**src/rtl/rom_burst_arbiter_if.sv**
```systemverilog
// rom_burst_arbiter_if
//   Bundles the two requester ports, the ROM address/data pair and the
//   read-return signals of rom_burst_arbiter.
//
//   Requester side : req0/req1, addr0/addr1, len0/len1 (in), gnt0/gnt1 (out)
//   ROM side       : rom_addr (out), rom_data (in, valid one cycle after rom_addr)
//   Return side    : rd_data, rd_valid, rd_id (out)
//   Status         : busy (out, high in BURST), dbg_state (out, raw FSM state)
//
//   Handshake: a requester raises reqN with addrN/lenN and holds all three
//   stable until it sees gntN high for one cycle. The arbiter samples them
//   only in the IDLE cycle that produces the grant; gntN appears the cycle
//   after that sampling edge, and the burst words follow on rd_valid/rd_id.
//   There is no back-pressure on the return path.
//
//   Modports: slave = the arbiter, master = the requester/ROM environment.

interface rom_burst_arbiter_if #(
  parameter int WIDTH     = 8,
  parameter int LOG_DEPTH = 4
);
  logic                 req0;
  logic                 req1;
  logic [LOG_DEPTH-1:0] addr0;
  logic [LOG_DEPTH-1:0] addr1;
  logic [LOG_DEPTH-1:0] len0;
  logic [LOG_DEPTH-1:0] len1;
  logic                 gnt0;
  logic                 gnt1;
  logic [LOG_DEPTH-1:0] rom_addr;
  logic [WIDTH-1:0]     rom_data;
  logic [WIDTH-1:0]     rd_data;
  logic                 rd_valid;
  logic                 rd_id;
  logic                 busy;
  logic                 dbg_state;

  modport slave (
    input  req0, req1, addr0, addr1, len0, len1, rom_data,
    output gnt0, gnt1, rom_addr, rd_data, rd_valid, rd_id, busy, dbg_state
  );

  modport master (
    output req0, req1, addr0, addr1, len0, len1, rom_data,
    input  gnt0, gnt1, rom_addr, rd_data, rd_valid, rd_id, busy, dbg_state
  );
endinterface

```
**src/rtl/rom_burst_arbiter.sv**
```systemverilog
// rom_burst_arbiter
//   Two-requester round-robin arbiter in front of a registered-output ROM.
//   A granted requester gets len+1 consecutive words starting at its start
//   address; the address counter wraps modulo DEPTH.
//
//   Ports:
//     clk    - single clock, everything changes on its rising edge
//     reset  - synchronous, active-high
//     bus    - rom_burst_arbiter_if.slave (requesters, ROM, read return,
//              busy and dbg_state)
//
//   Timing for a grant registered at the edge ending cycle T:
//     gntN high in T+1, addresses issued in T+1 .. T+1+len,
//     rd_valid high in T+2 .. T+2+len, FSM back in IDLE from T+2+len so the
//     next grant can be registered at the end of that cycle, leaving one
//     rd_valid-low cycle between back-to-back bursts.

module rom_burst_arbiter #(
  parameter int WIDTH     = 8,
  parameter int DEPTH     = 16,
  parameter int LOG_DEPTH = $clog2(DEPTH)
) (
  input  logic               clk,
  input  logic               reset,
  rom_burst_arbiter_if.slave bus
);

  typedef enum logic {
    IDLE  = 1'b0,
    BURST = 1'b1
  } state_t;

  state_t               state;
  logic [LOG_DEPTH-1:0] cur_addr;
  logic [LOG_DEPTH-1:0] remaining;
  logic                 owner;
  logic                 last_served;
  logic                 gnt0_q;
  logic                 gnt1_q;
  logic                 rd_valid_q;
  logic                 rd_id_q;

  logic                 any_req;
  logic                 pick;
  logic [LOG_DEPTH-1:0] next_addr;
  logic [WIDTH-1:0]     rd_word;

  // Round-robin choice: under contention the requester not served last
  // wins; a lone requester wins regardless of history.
  always_comb begin
    any_req = bus.req0 | bus.req1;
    pick    = 1'b0;
    if (bus.req0 && bus.req1) begin
      pick = ~last_served;
    end else begin
      pick = bus.req1;
    end
  end

  // Explicit wrap so a non-power-of-two DEPTH still counts modulo DEPTH.
  always_comb begin
    next_addr = cur_addr + LOG_DEPTH'(1);
    if (cur_addr == LOG_DEPTH'(DEPTH - 1)) begin
      next_addr = '0;
    end
  end

  always_ff @(posedge clk) begin
    if (reset) begin
      state       <= IDLE;
      cur_addr    <= '0;
      remaining   <= '0;
      owner       <= 1'b0;
      // Pointing at requester 1 lets requester 0 win the first contest.
      last_served <= 1'b1;
      gnt0_q      <= 1'b0;
      gnt1_q      <= 1'b0;
      rd_valid_q  <= 1'b0;
      rd_id_q     <= 1'b0;
    end else begin
      gnt0_q     <= 1'b0;
      gnt1_q     <= 1'b0;
      // The ROM returns data one cycle after the address, so the return
      // qualifiers are the issue-cycle state and owner delayed by one.
      rd_valid_q <= (state == BURST);
      rd_id_q    <= owner;

      case (state)
        IDLE: begin
          if (any_req) begin
            if (pick) begin
              gnt1_q    <= 1'b1;
              cur_addr  <= bus.addr1;
              remaining <= bus.len1;
            end else begin
              gnt0_q    <= 1'b1;
              cur_addr  <= bus.addr0;
              remaining <= bus.len0;
            end
            owner       <= pick;
            last_served <= pick;
            state       <= BURST;
          end
        end

        BURST: begin
          // The last address stays on rom_addr through IDLE, so the counter
          // does not advance past it.
          if (remaining == '0) begin
            state <= IDLE;
          end else begin
            cur_addr  <= next_addr;
            remaining <= remaining - LOG_DEPTH'(1);
          end
        end

        default: begin
          state <= IDLE;
        end
      endcase
    end
  end

  assign rd_word       = bus.rom_data;
  assign bus.rd_data   = rd_word;
  assign bus.rom_addr  = cur_addr;
  assign bus.gnt0      = gnt0_q;
  assign bus.gnt1      = gnt1_q;
  assign bus.rd_valid  = rd_valid_q;
  assign bus.rd_id     = rd_id_q;
  assign bus.busy      = (state == BURST);
  assign bus.dbg_state = state;

endmodule

```
**src/flat_wrapper.sv**
```systemverilog
// flat-port wrapper written by rule: the top's interface ports become plain ports
module rom_burst_arbiter_flat 
#(
  parameter int WIDTH     = 8,
  parameter int DEPTH     = 16,
  parameter int LOG_DEPTH = $clog2(DEPTH)
)
  (clk, reset, bus_req0, bus_req1, bus_addr0, bus_addr1, bus_len0, bus_len1, bus_rom_data, bus_gnt0, bus_gnt1, bus_rom_addr, bus_rd_data, bus_rd_valid, bus_rd_id, bus_busy, bus_dbg_state);
  rom_burst_arbiter_if #(.WIDTH(WIDTH), .LOG_DEPTH(LOG_DEPTH)) bus_i ();
  input  logic clk;
  input  logic reset;
  input wire logic [$bits(bus_i.req0)-1:0] bus_req0;
  input wire logic [$bits(bus_i.req1)-1:0] bus_req1;
  input wire logic [$bits(bus_i.addr0)-1:0] bus_addr0;
  input wire logic [$bits(bus_i.addr1)-1:0] bus_addr1;
  input wire logic [$bits(bus_i.len0)-1:0] bus_len0;
  input wire logic [$bits(bus_i.len1)-1:0] bus_len1;
  input wire logic [$bits(bus_i.rom_data)-1:0] bus_rom_data;
  output wire logic [$bits(bus_i.gnt0)-1:0] bus_gnt0;
  output wire logic [$bits(bus_i.gnt1)-1:0] bus_gnt1;
  output wire logic [$bits(bus_i.rom_addr)-1:0] bus_rom_addr;
  output wire logic [$bits(bus_i.rd_data)-1:0] bus_rd_data;
  output wire logic [$bits(bus_i.rd_valid)-1:0] bus_rd_valid;
  output wire logic [$bits(bus_i.rd_id)-1:0] bus_rd_id;
  output wire logic [$bits(bus_i.busy)-1:0] bus_busy;
  output wire logic [$bits(bus_i.dbg_state)-1:0] bus_dbg_state;
  assign bus_i.req0 = bus_req0;
  assign bus_i.req1 = bus_req1;
  assign bus_i.addr0 = bus_addr0;
  assign bus_i.addr1 = bus_addr1;
  assign bus_i.len0 = bus_len0;
  assign bus_i.len1 = bus_len1;
  assign bus_i.rom_data = bus_rom_data;
  assign bus_gnt0 = bus_i.gnt0;
  assign bus_gnt1 = bus_i.gnt1;
  assign bus_rom_addr = bus_i.rom_addr;
  assign bus_rd_data = bus_i.rd_data;
  assign bus_rd_valid = bus_i.rd_valid;
  assign bus_rd_id = bus_i.rd_id;
  assign bus_busy = bus_i.busy;
  assign bus_dbg_state = bus_i.dbg_state;
  rom_burst_arbiter #(.WIDTH(WIDTH), .DEPTH(DEPTH), .LOG_DEPTH(LOG_DEPTH)) u_core (.clk(clk), .reset(reset), .bus(bus_i));
endmodule
```
**config.mk**
```make
export PLATFORM = sky130hd
export DESIGN_NAME = rom_burst_arbiter_flat
export DESIGN_NICKNAME = d
export VERILOG_FILES = /design/src/rtl/rom_burst_arbiter_if.sv /design/src/rtl/rom_burst_arbiter.sv /design/src/flat_wrapper.sv
export SDC_FILE = /design/constraint.sdc
export NUM_CORES = 1
export LEC_CHECK = 0
export BUFFER_PORTS_ARGS = -buffer_cell sky130_fd_sc_hd__buf_2
export CAP_MARGIN = 20
export CORE_MARGIN = 4
export CORE_UTILIZATION = 35
export CTS_CLUSTER_SIZE = 25
export DETAILED_ROUTE_END_ITERATION = 8
export GPL_ROUTABILITY_DRIVEN = 1
export PLACE_DENSITY = 0.7
export SYNTH_ARGS = -nofsm -noshare
export SYNTH_HDL_FRONTEND = slang
export SYNTH_SLANG_ARGS = --single-unit
```
**constraint.sdc**
```tcl
create_clock -name clk -period 1.5 [get_ports clk]
set_clock_uncertainty 0.1 [all_clocks]
set_input_delay 0.3 -clock clk [delete_from_list [all_inputs] [get_ports clk]]
set_output_delay 0.3 -clock clk [all_outputs]
set_load 0.01 [all_outputs]
```
## Word level (Yosys, flattened, before mapping)

Index checks and enable logic that the tools add are counted.

- $add $sub $neg: 2
- $mul: 0
- Div/mod/pow operators: 0
- Magnitude comparators: 0
- Eq/ne operators: 3
- Shift-type cells: 0
- Muxes and demuxes: 15
- Bitwise operators: 4
- Reductions and logical operators: 5

Operators with widths:

| cell | number |
|---|---|
| 4-bit two-way mux | 7 |
| 4-bit one-hot mux with 2 select lines | 2 |
| 1-bit two-way mux | 5 |
| 4-bit by 1-bit adder with 4-bit output (second input constant) | 1 |
| 4-bit == test (second input constant) | 1 |
| 4-bit logical NOT | 1 |
| 2-bit AND reduction | 2 |
| 4-bit by 1-bit subtractor with 4-bit output (second input constant) | 1 |
| 1-bit NOT | 3 |
| 3-bit OR reduction | 1 |
| 2-bit by 1-bit inequality test with 1-bit output (second input constant) | 1 |
| 2-bit inequality test (second input constant) | 1 |
| 1-bit one-hot mux with 2 select lines | 1 |
| 1-bit logical AND | 1 |
| 1-bit OR | 1 |

- Register bits: 15
- Bits in latches: 0
- RAM bits: 0
- ROM bits: 0
- Input port bits: 28
- Logic and storage cells: 38
- Memories: 0

## Longest topological paths before layout

Gate-level depths: netlist of the first run.

- Depth in word-level cells: 5
- Depth in mapped cells: 6
- Mapped depth without buffers: 6

## Worst setup path before layout of the first run

OpenSTA, ideal clock, no wires.

- Path type: register to register
- Start: register u_core.remaining[0]
- End: register u_core.remaining[0]
- Library setup time: 0.132 ns
- Arrival time: 1.326 ns
- Data required time: 1.268 ns
- Setup slack: -0.059 ns
- Stages on the path, launching flop included: 7
- Path buffers: 0
- Period minus slack after synthesis: 1.559 ns
- Path through: dfxtp_1 -> inv_1 -> ha_1 -> and4bb_2 -> or2_4 -> a21oi_1 -> a21oi_1

- Cells in the longest elaborated chain, start to end: 3

RTL lines:

| element | RTL line | RTL |
|---|---|---|
| start, declared | rom_burst_arbiter.sv:35 | `logic [LOG_DEPTH-1:0] remaining;` |
| start signal, assigned | rom_burst_arbiter.sv:94 | `remaining <= bus.len1;` |
| start signal, assigned | rom_burst_arbiter.sv:98 | `remaining <= bus.len0;` |
| start signal, assigned | rom_burst_arbiter.sv:113 | `remaining <= remaining - LOG_DEPTH'(1);` |
| 4-bit by 1-bit subtractor with 4-bit output / 4-bit logical NOT (equally long branches) | rom_burst_arbiter.sv:113, rom_burst_arbiter.sv:109 |  |
| 4-bit two-way mux / 2-bit inequality test (equally long branches) | -- |  |
| 4-bit one-hot mux with 2 select lines / 2-bit AND reduction (equally long branches) | -- |  |

Parallel ways exist; a longest one is shown, timed or not. The select of a mux whose other input is x is not followed.
A chain may end at the register's enable or synchronous reset.

## Worst setup path after layout of the first run

Same ends and word-level chain as after synthesis.

==> results of run 1 <==
==> layout make-up <==
type                            instances  area, µm²
Clock buffer                            4      26.28
Fill cell                             252       1290
Inverter                                5      18.77
Multi-Input combinational cell         68      535.5
Sequential cell                        15      304.0
Tap cell                               30      37.54
Timing Repair Buffer                   48      287.8
==> synthesized netlist by cell type (2+ instances only) <==
master                      n
sky130_fd_sc_hd__nor3_1     3
sky130_fd_sc_hd__nand2_1    6
sky130_fd_sc_hd__inv_1      5
sky130_fd_sc_hd__nor2_4     2
sky130_fd_sc_hd__dfxtp_1   15
sky130_fd_sc_hd__mux2i_1    2
sky130_fd_sc_hd__nand2b_1   4
sky130_fd_sc_hd__buf_2      2
sky130_fd_sc_hd__o21ai_0    3
sky130_fd_sc_hd__buf_4      9
sky130_fd_sc_hd__mux2_4     3
sky130_fd_sc_hd__nor2b_1    4
sky130_fd_sc_hd__o22ai_1    2
sky130_fd_sc_hd__a21oi_1    7
sky130_fd_sc_hd__ha_1       3
sky130_fd_sc_hd__o211ai_2   2
sky130_fd_sc_hd__nor2_1     3
sky130_fd_sc_hd__nand3_1    3
==> state kept, by name (all words and copies together) (netlist names) <==
signal               cells
u_core.bus.rd_valid      1
u_core.bus.gnt1          1
u_core.bus.busy          1
u_core.remaining         4
u_core.bus.rom_addr      4
u_core.last_served       1
u_core.bus.gnt0          1
u_core.owner             1
u_core.bus.rd_id         1
==> report_power, final <==
part	internal [mW]	switching, mW
clock network	0.103	0.128
registers	0.463	0.0519
logic	0.317	0.272
total	0.884	0.451
==> cells by family after synthesis <==
| family | Yosys count | synth area share |
|---|---|---|
| AND/OR/NAND/NOR | 32 | 0.2119 |
| buffers and inverters | 18 | 0.1209 |
| multiplexers | 6 | 0.08288 |
| flip-flops | 15 | 0.3261 |
| adder cells (fa/ha/maj) | 3 | 0.04077 |
| AO/OA/AOI/OAI | 27 | 0.2174 |
==> per-layer routing <==
layer,up-vias,part of all wire
met3,8,0.075
met5,-,0
met4,0,0.017
met2,23,0.46
met1,380,0.45
li1,436,-
==> metrics by stage <==
stage,worst slack [ns],cells,total power [mW],utilization
finish,-0.01681,170,1.335,0.4840
global route,-0.09231,170,1.444,0.4840
CTS,-0.04157,169,1.328,0.4765
detailed placement,-0.1549,162,1.048,0.4515
global placement,-0.1171,162,1.032,0.4515
floorplan,-0.01280,101,0.8621,-
==> tightest hold or removal path: stages <==
cell and delay, ns:
sky130_fd_sc_hd__buf_2 0.08, sky130_fd_sc_hd__nand2_1 0.04, sky130_fd_sc_hd__nand2_1 0.06, sky130_fd_sc_hd__a31o_2 0.14
==> repair_timing <==
item / in CTS / in global routing
endpoints found under the setup margin: 7 / 9
buffers inserted: 3 / 1
gates resized for setup: 7 / 3
pin swaps: 3 / 3
==> final timing paths <==
check                                    from                             endpoint  slack [ns]  depth (start not counted)
max          u_core.remaining[0]$_SDFFE_PP0P_     u_core.remaining[0]$_SDFFE_PP0P_       -0.02                          6
min                              bus_addr0[3]  u_core.bus.rom_addr[3]$_SDFFE_PP0P_        0.26                          4
max reg2reg  u_core.remaining[0]$_SDFFE_PP0P_     u_core.remaining[0]$_SDFFE_PP0P_       -0.02                          6
min reg2reg         u_core.owner$_SDFFE_PP0P_          u_core.bus.rd_id$_SDFF_PP0_        0.37                          1
==> impl_metrics.json, run 1 <==
{
  "result_of_the_run": "finished with violations",
  "violations": "negative setup slack",
  "post_route_cells_drive_above_1_share": 0.5286,
  "rsz_0062_raised_after_global_routing": "yes",
  "clockRootBuffer": "sky130_fd_sc_hd__clkbuf_4",
  "dpl.hpwl_mm": 1.620,
  "htreeDepth": 1,
  "timing.final.crit_share": 1.011,
  "most_common_cell_after_layout_fill_and_taps_aside": "sky130_fd_sc_hd__buf_2",
  "max_slew_margin": 0.8013,
  "detailroute.via_count": 847,
  "grt_start_max_net_pins": 15,
  "post_synth_main_area_contributors": "sky130_fd_sc_hd__dfxtp_1 33%, sky130_fd_sc_hd__buf_4 7.3%, sky130_fd_sc_hd__mux2_4 4.9%, sky130_fd_sc_hd__ha_1 4.1%, sky130_fd_sc_hd__a21oi_1 3.8%",
  "final_area_um2": 1210,
  "groute.usage.overall": 0.1390,
  "synthesis.instances": 101,
  "cell_chain_of_the_critical_path": "inv_2, ha_4, and4bb_2, or2_4, a21oi_2, a21oi_1",
  "cap_viol_max_count": 0,
  "setup_slack_ns": -0.01681,
  "port_buffers": 29,
  "critical-path-slowest-cell": "sky130_fd_sc_hd__dfxtp_2",
  "grtUsageMet3": 0.03704,
  "grtUsageMet1": 0.1638,
  "synth_cell_type_count": 41,
  "max_freq_ghz": 0.6593,
  "fp.dieH_um": 59.30,
  "grt_pass1_vias": 888,
  "nets_finish": 172,
  "vdd_ir_drop_max_mv": 0.7312,
  "firstDrtPassIters": 2,
  "cp-start-kind": "register",
  "holdBufCountCts": 0,
  "drcViolationCount": 0,
  "cts-root-to-sink-buffers": 2,
  "met2_usage": 0.2293,
  "clkSinkCount": 15,
  "p_leak_nw": 0.5685,
  "avgSynthCellArea_um2": 9.118,
  "cpLargestDelayFamily": "simple AND/OR/NAND/NOR gates",
  "yosys_warnings": 0,
  "tritoncts": "done",
  "busiest_layer": "met2",
  "core_um2": 2500,
  "overflow": 0,
  "synth.cell_area_um2": 920.9,
  "gp_routability_congestion": 0.7821,
  "drt_iter0_markers": 4,
  "synth_seq_cells": 15,
  "timing.critical_path.slowest_cell_delay_ns": 0.34,
  "areaGrowthSynthToFinish_pct": 31.39,
  "via_per_inst": 4.982,
  "setup-violations-final": 1,
  "wire_length_of_the_first_global_routing_pass_mm": 3.719,
  "i_o_pins": 46,
  "antenna_left": 0,
  "timing_hold_violations_final": 0,
  "cellPowerDensity_nw_per_um2": 1104,
  "finalWirelength_mm": 2.181,
  "async_flop_share": 0,
  "min_path_type": "input pin to register",
  "postSynthNetCount": 132,
  "finalMaxSlewViolations": 0,
  "setup.worst_path.class": "register to register",
  "floorplan.die_area_um2": 3516,
  "insertedDiodeCount": 0,
  "critPathBufInv": 1,
  "whs_ns": 0.2551,
  "worst_setup_path_end_kind": "register",
  "synth_edf_count": 0,
  "timing_worst_slew_pin_value_ns": 0.2981,
  "grt_antenna_before_repair": 0,
  "maximum_fanout_along_the_worst_path": 5,
  "fin_setup_tns_ns": -0.01681,
  "clock_input_transition_at_the_sequential_cells_of_the_worst_setup_and_hold_paths_ns": 0.09,
  "most_frequently_used_flop_master_after_synthesis": "sky130_fd_sc_hd__dfxtp_1",
  "post_dp_cell_area_um2": 1129,
  "tritoncts.num_buffers": 3,
  "synth.largest_area_cell": "sky130_fd_sc_hd__dfxtp_1",
  "routed_wire_length_per_instance_um": 12.83,
  "cp.required_ns": 1.56,
  "clock_latency_reported_for_the_late_side_of_the_worst_skew_pair_ns": 0.28,
  "floorplan.initialDensity": 0.3684,
  "synth_top_cell_area_share": 0.3261,
  "ys_seq_area_frac": 0.3261,
  "rows": 18,
  "final_period_minus_worst_setup_slack_ns": 1.517,
  "final_cell_mix": "29 x sky130_fd_sc_hd__buf_2, 19 x sky130_fd_sc_hd__buf_4, 12 x sky130_fd_sc_hd__dfxtp_1",
  "die-width_um": 59.30,
  "crit_arrival_ns": 1.58
}
(Power assumes the default switching activity.)
==> run 2, diff against run 1 <==
--- a/config.mk
+++ b/config.mk
@@ -8,11 +8,12 @@
 export BUFFER_PORTS_ARGS = -buffer_cell sky130_fd_sc_hd__buf_2
 export CAP_MARGIN = 20
 export CORE_MARGIN = 4
-export CORE_UTILIZATION = 35
+export CORE_UTILIZATION = 40
 export CTS_CLUSTER_SIZE = 25
 export DETAILED_ROUTE_END_ITERATION = 8
 export GPL_ROUTABILITY_DRIVEN = 1
-export PLACE_DENSITY = 0.7
+export PLACE_DENSITY = 0.78
 export SYNTH_ARGS = -nofsm -noshare
 export SYNTH_HDL_FRONTEND = slang
 export SYNTH_SLANG_ARGS = --single-unit
+export TNS_END_PERCENT = 20
==> impl_metrics.json, run 2 (synthesis gave the netlist of run 1 again) <==
{
  "cell_chain_of_the_critical_path": "inv_2, ha_4, and4bb_2, nor2_4, buf_4, o211a_1, nor3_2",
  "hold_start": "bus_addr0[3]",
  "post_route_cells_drive_above_1_share": 0.5461,
  "final_cell_mix": "29 x sky130_fd_sc_hd__buf_2, 20 x sky130_fd_sc_hd__buf_4, 12 x sky130_fd_sc_hd__dfxtp_1",
  "met3_wirelength_um": 188,
  "overflow": 0,
  "cp.required_ns": 1.56,
  "routed.top_layer": "met4",
  "tritoncts": "done",
  "cellPowerDensity_nw_per_um2": 1109,
  "dpl.hpwl_mm": 1.728,
  "finalMaxSlewViolations": 0,
  "worst_setup_path_end_kind": "register",
  "power_frac_clock": 0.175,
  "cp-start-kind": "register",
  "final_non_filler_cell_total": 169,
  "vdd_ir_drop_max_mv": 0.9259,
  "result_of_the_run": "finished with violations",
  "grt_start_max_net_pins": 15,
  "i_o_pins": 46,
  "drt_iter0_markers": 8,
  "p_leak_nw": 0.5786,
  "setup_slack_ns": -0.007398,
  "finalWirelength_mm": 2.355,
  "insertedDiodeCount": 0,
  "violations": "negative setup slack",
  "timing.final.crit_share": 1.005,
  "routed_wire_length_per_instance_um": 13.93,
  "timing_hold_violations_final": 0,
  "timing_worst_slew_pin_value_ns": 0.3159,
  "port_buffers": 29,
  "htreeDepth": 1,
  "nets_finish": 173,
  "grt_antenna_before_repair": 0,
  "post_dp_cell_area_um2": 1141,
  "critical_path.reg2reg.startpoint": "u_core.remaining[1]$_SDFFE_PP0P_",
  "clock_latency_reported_for_the_late_side_of_the_worst_skew_pair_ns": 0.28,
  "most_common_cell_after_layout_fill_and_taps_aside": "sky130_fd_sc_hd__buf_2",
  "firstDrtPassIters": 4,
  "floorplan.initialDensity": 0.4163,
  "grt_pass1_vias": 921,
  "setup-violations-final": 2,
  "maximum_fanout_along_the_worst_path": 5,
  "dp.cells": 162,
  "switchingPower_uw": 474.1,
  "antenna_left": 0,
  "floorplan.die_area_um2": 3134,
  "rsz_0062_raised_after_global_routing": "yes",
  "power_frac_seq": 0.381,
  "cap_viol_max_count": 0,
  "clockRootBuffer": "sky130_fd_sc_hd__clkbuf_4",
  "min_path_type": "input pin to register",
  "setup.worst_path.class": "register to register",
  "worstSetupStartpoint": "u_core.remaining[1]$_SDFFE_PP0P_",
  "cts-root-to-sink-buffers": 2,
  "max_freq_ghz": 0.6634,
  "report.power.total_mw": 1.355,
  "final.fill_count": 228,
  "wire_length_of_the_first_global_routing_pass_mm": 3.926,
  "rows": 17,
  "groute.usage.overall": 0.1528,
  "max_slew_margin": 0.7894,
  "critical-path-slowest-cell": "sky130_fd_sc_hd__dfxtp_2",
  "crit_arrival_ns": 1.57,
  "areaGrowthSynthToFinish_pct": 32.74,
  "timing.critical_path.slowest_cell_delay_ns": 0.35,
  "tritoncts.num_buffers": 3,
  "core_um2": 2212,
  "detailroute.via_count": 884,
  "sw_frac_of_total": 0.3499,
  "drcViolationCount": 0,
  "critPathBufInv": 2,
  "met2_length_mm": 1.135,
  "fp.dieH_um": 55.98,
  "final_area_um2": 1222,
  "dp_slack_ns": -0.1652,
  "intPower_uw": 881.0,
  "proportion_of_power_drawn_by_combinational_gates": 0.443,
  "r2r_setup_slack_ns": -0.007,
  "postLayoutCoreUtil": 0.5526,
  "cpLargestDelayFamily": "simple AND/OR/NAND/NOR gates",
  "die-width_um": 55.98,
  "holdBufCountCts": 0,
  "gp_routability_congestion": 0.8181,
  "final_period_minus_worst_setup_slack_ns": 1.507,
  "clock_input_transition_at_the_sequential_cells_of_the_worst_setup_and_hold_paths_ns": 0.10,
  "via_per_inst": 5.231,
  "clkSinkCount": 15,
  "routed_length_on_met1_mm": 1.003
}
-- run 2: changes by cell type in the layout (fill, tap and decap cells not counted) --
cell,delta
sky130_fd_sc_hd__nor3_1,-2
sky130_fd_sc_hd__nor3_2,+2
sky130_fd_sc_hd__a21oi_1,+1
sky130_fd_sc_hd__a21oi_2,-1
sky130_fd_sc_hd__a221oi_1,-1
sky130_fd_sc_hd__a221oi_2,+1
sky130_fd_sc_hd__buf_4,+1
sky130_fd_sc_hd__clkbuf_1,-1
sky130_fd_sc_hd__clkinv_2,+1
sky130_fd_sc_hd__o2bb2ai_1,+1
sky130_fd_sc_hd__o2bb2ai_2,-1
-- run 2: worst register-to-register path: cells and delay by family (launching register included) --
kind            cells  cell delay (ns)
compound gates      1             0.15
fa+ha+maj           1             0.15
buf+inv             2             0.20
flops               1             0.35
simple gates        3             0.44
-- run 2: area by class of cell --
| cell class | count | area, µm² | area share |
|---|---|---|---|
| multi-input cells | 68 | 541.8 | 0.4432 |
| flip-flops and latches | 15 | 304.0 | 0.2487 |
| repair buffers | 49 | 295.3 | 0.2416 |
| well taps | 28 | 35.03 | 0.02866 |
| clock buffers | 3 | 22.52 | 0.01842 |
| inverters | 5 | 18.77 | 0.01535 |
| clock inverters | 1 | 5.005 | 0.004094 |
-- run 2: through the flow --
| step | hold WS [ns] | TNS [ns] |
|---|---|---|
| 6_report | 0.2441 | -0.007415 |
| 5_1_grt | 0.2630 | -0.3106 |
| 4_1_cts | 0.2472 | -0.01201 |
| 3_5_place_dp | 0.3594 | -0.8086 |
| 3_3_place_gp | 0.3579 | -0.4138 |
| 2_1_floorplan | 0.2728 | -0.01280 |
-- run 2: what timing repair did --
action,CTS,global route
setup endpoints to repair,7,8
pin swaps,3,2
resized for setup,7,4
buffers inserted,2,1
-- run 2: power by group through the flow --
stage | clock, mW | combinational, mW | sequential, mW
floorplan | 0 | 0.326 | 0.536
global placement | 0 | 0.520 | 0.516
detailed placement | 0 | 0.534 | 0.519
CTS | 0.246 | 0.575 | 0.514
global route | 0.267 | 0.669 | 0.526
finish | 0.238 | 0.601 | 0.517
-- run 2: layer usage --
layer	track usage	vias up
met5	0	-
met2	0.2588	40
met3	0.04640	6
li1	-	433
met1	0.1879	405
met4	0.03729	0
-- run 2: worst paths after layout --
kind / endpoint / depth (start not counted)
max: u_core.bus.rom_addr[0]$_SDFFE_PP0P_ / 7
min: u_core.bus.rom_addr[3]$_SDFFE_PP0P_ / 4
max reg2reg: u_core.bus.rom_addr[0]$_SDFFE_PP0P_ / 7
min reg2reg: u_core.bus.rd_id$_SDFF_PP0_ / 1
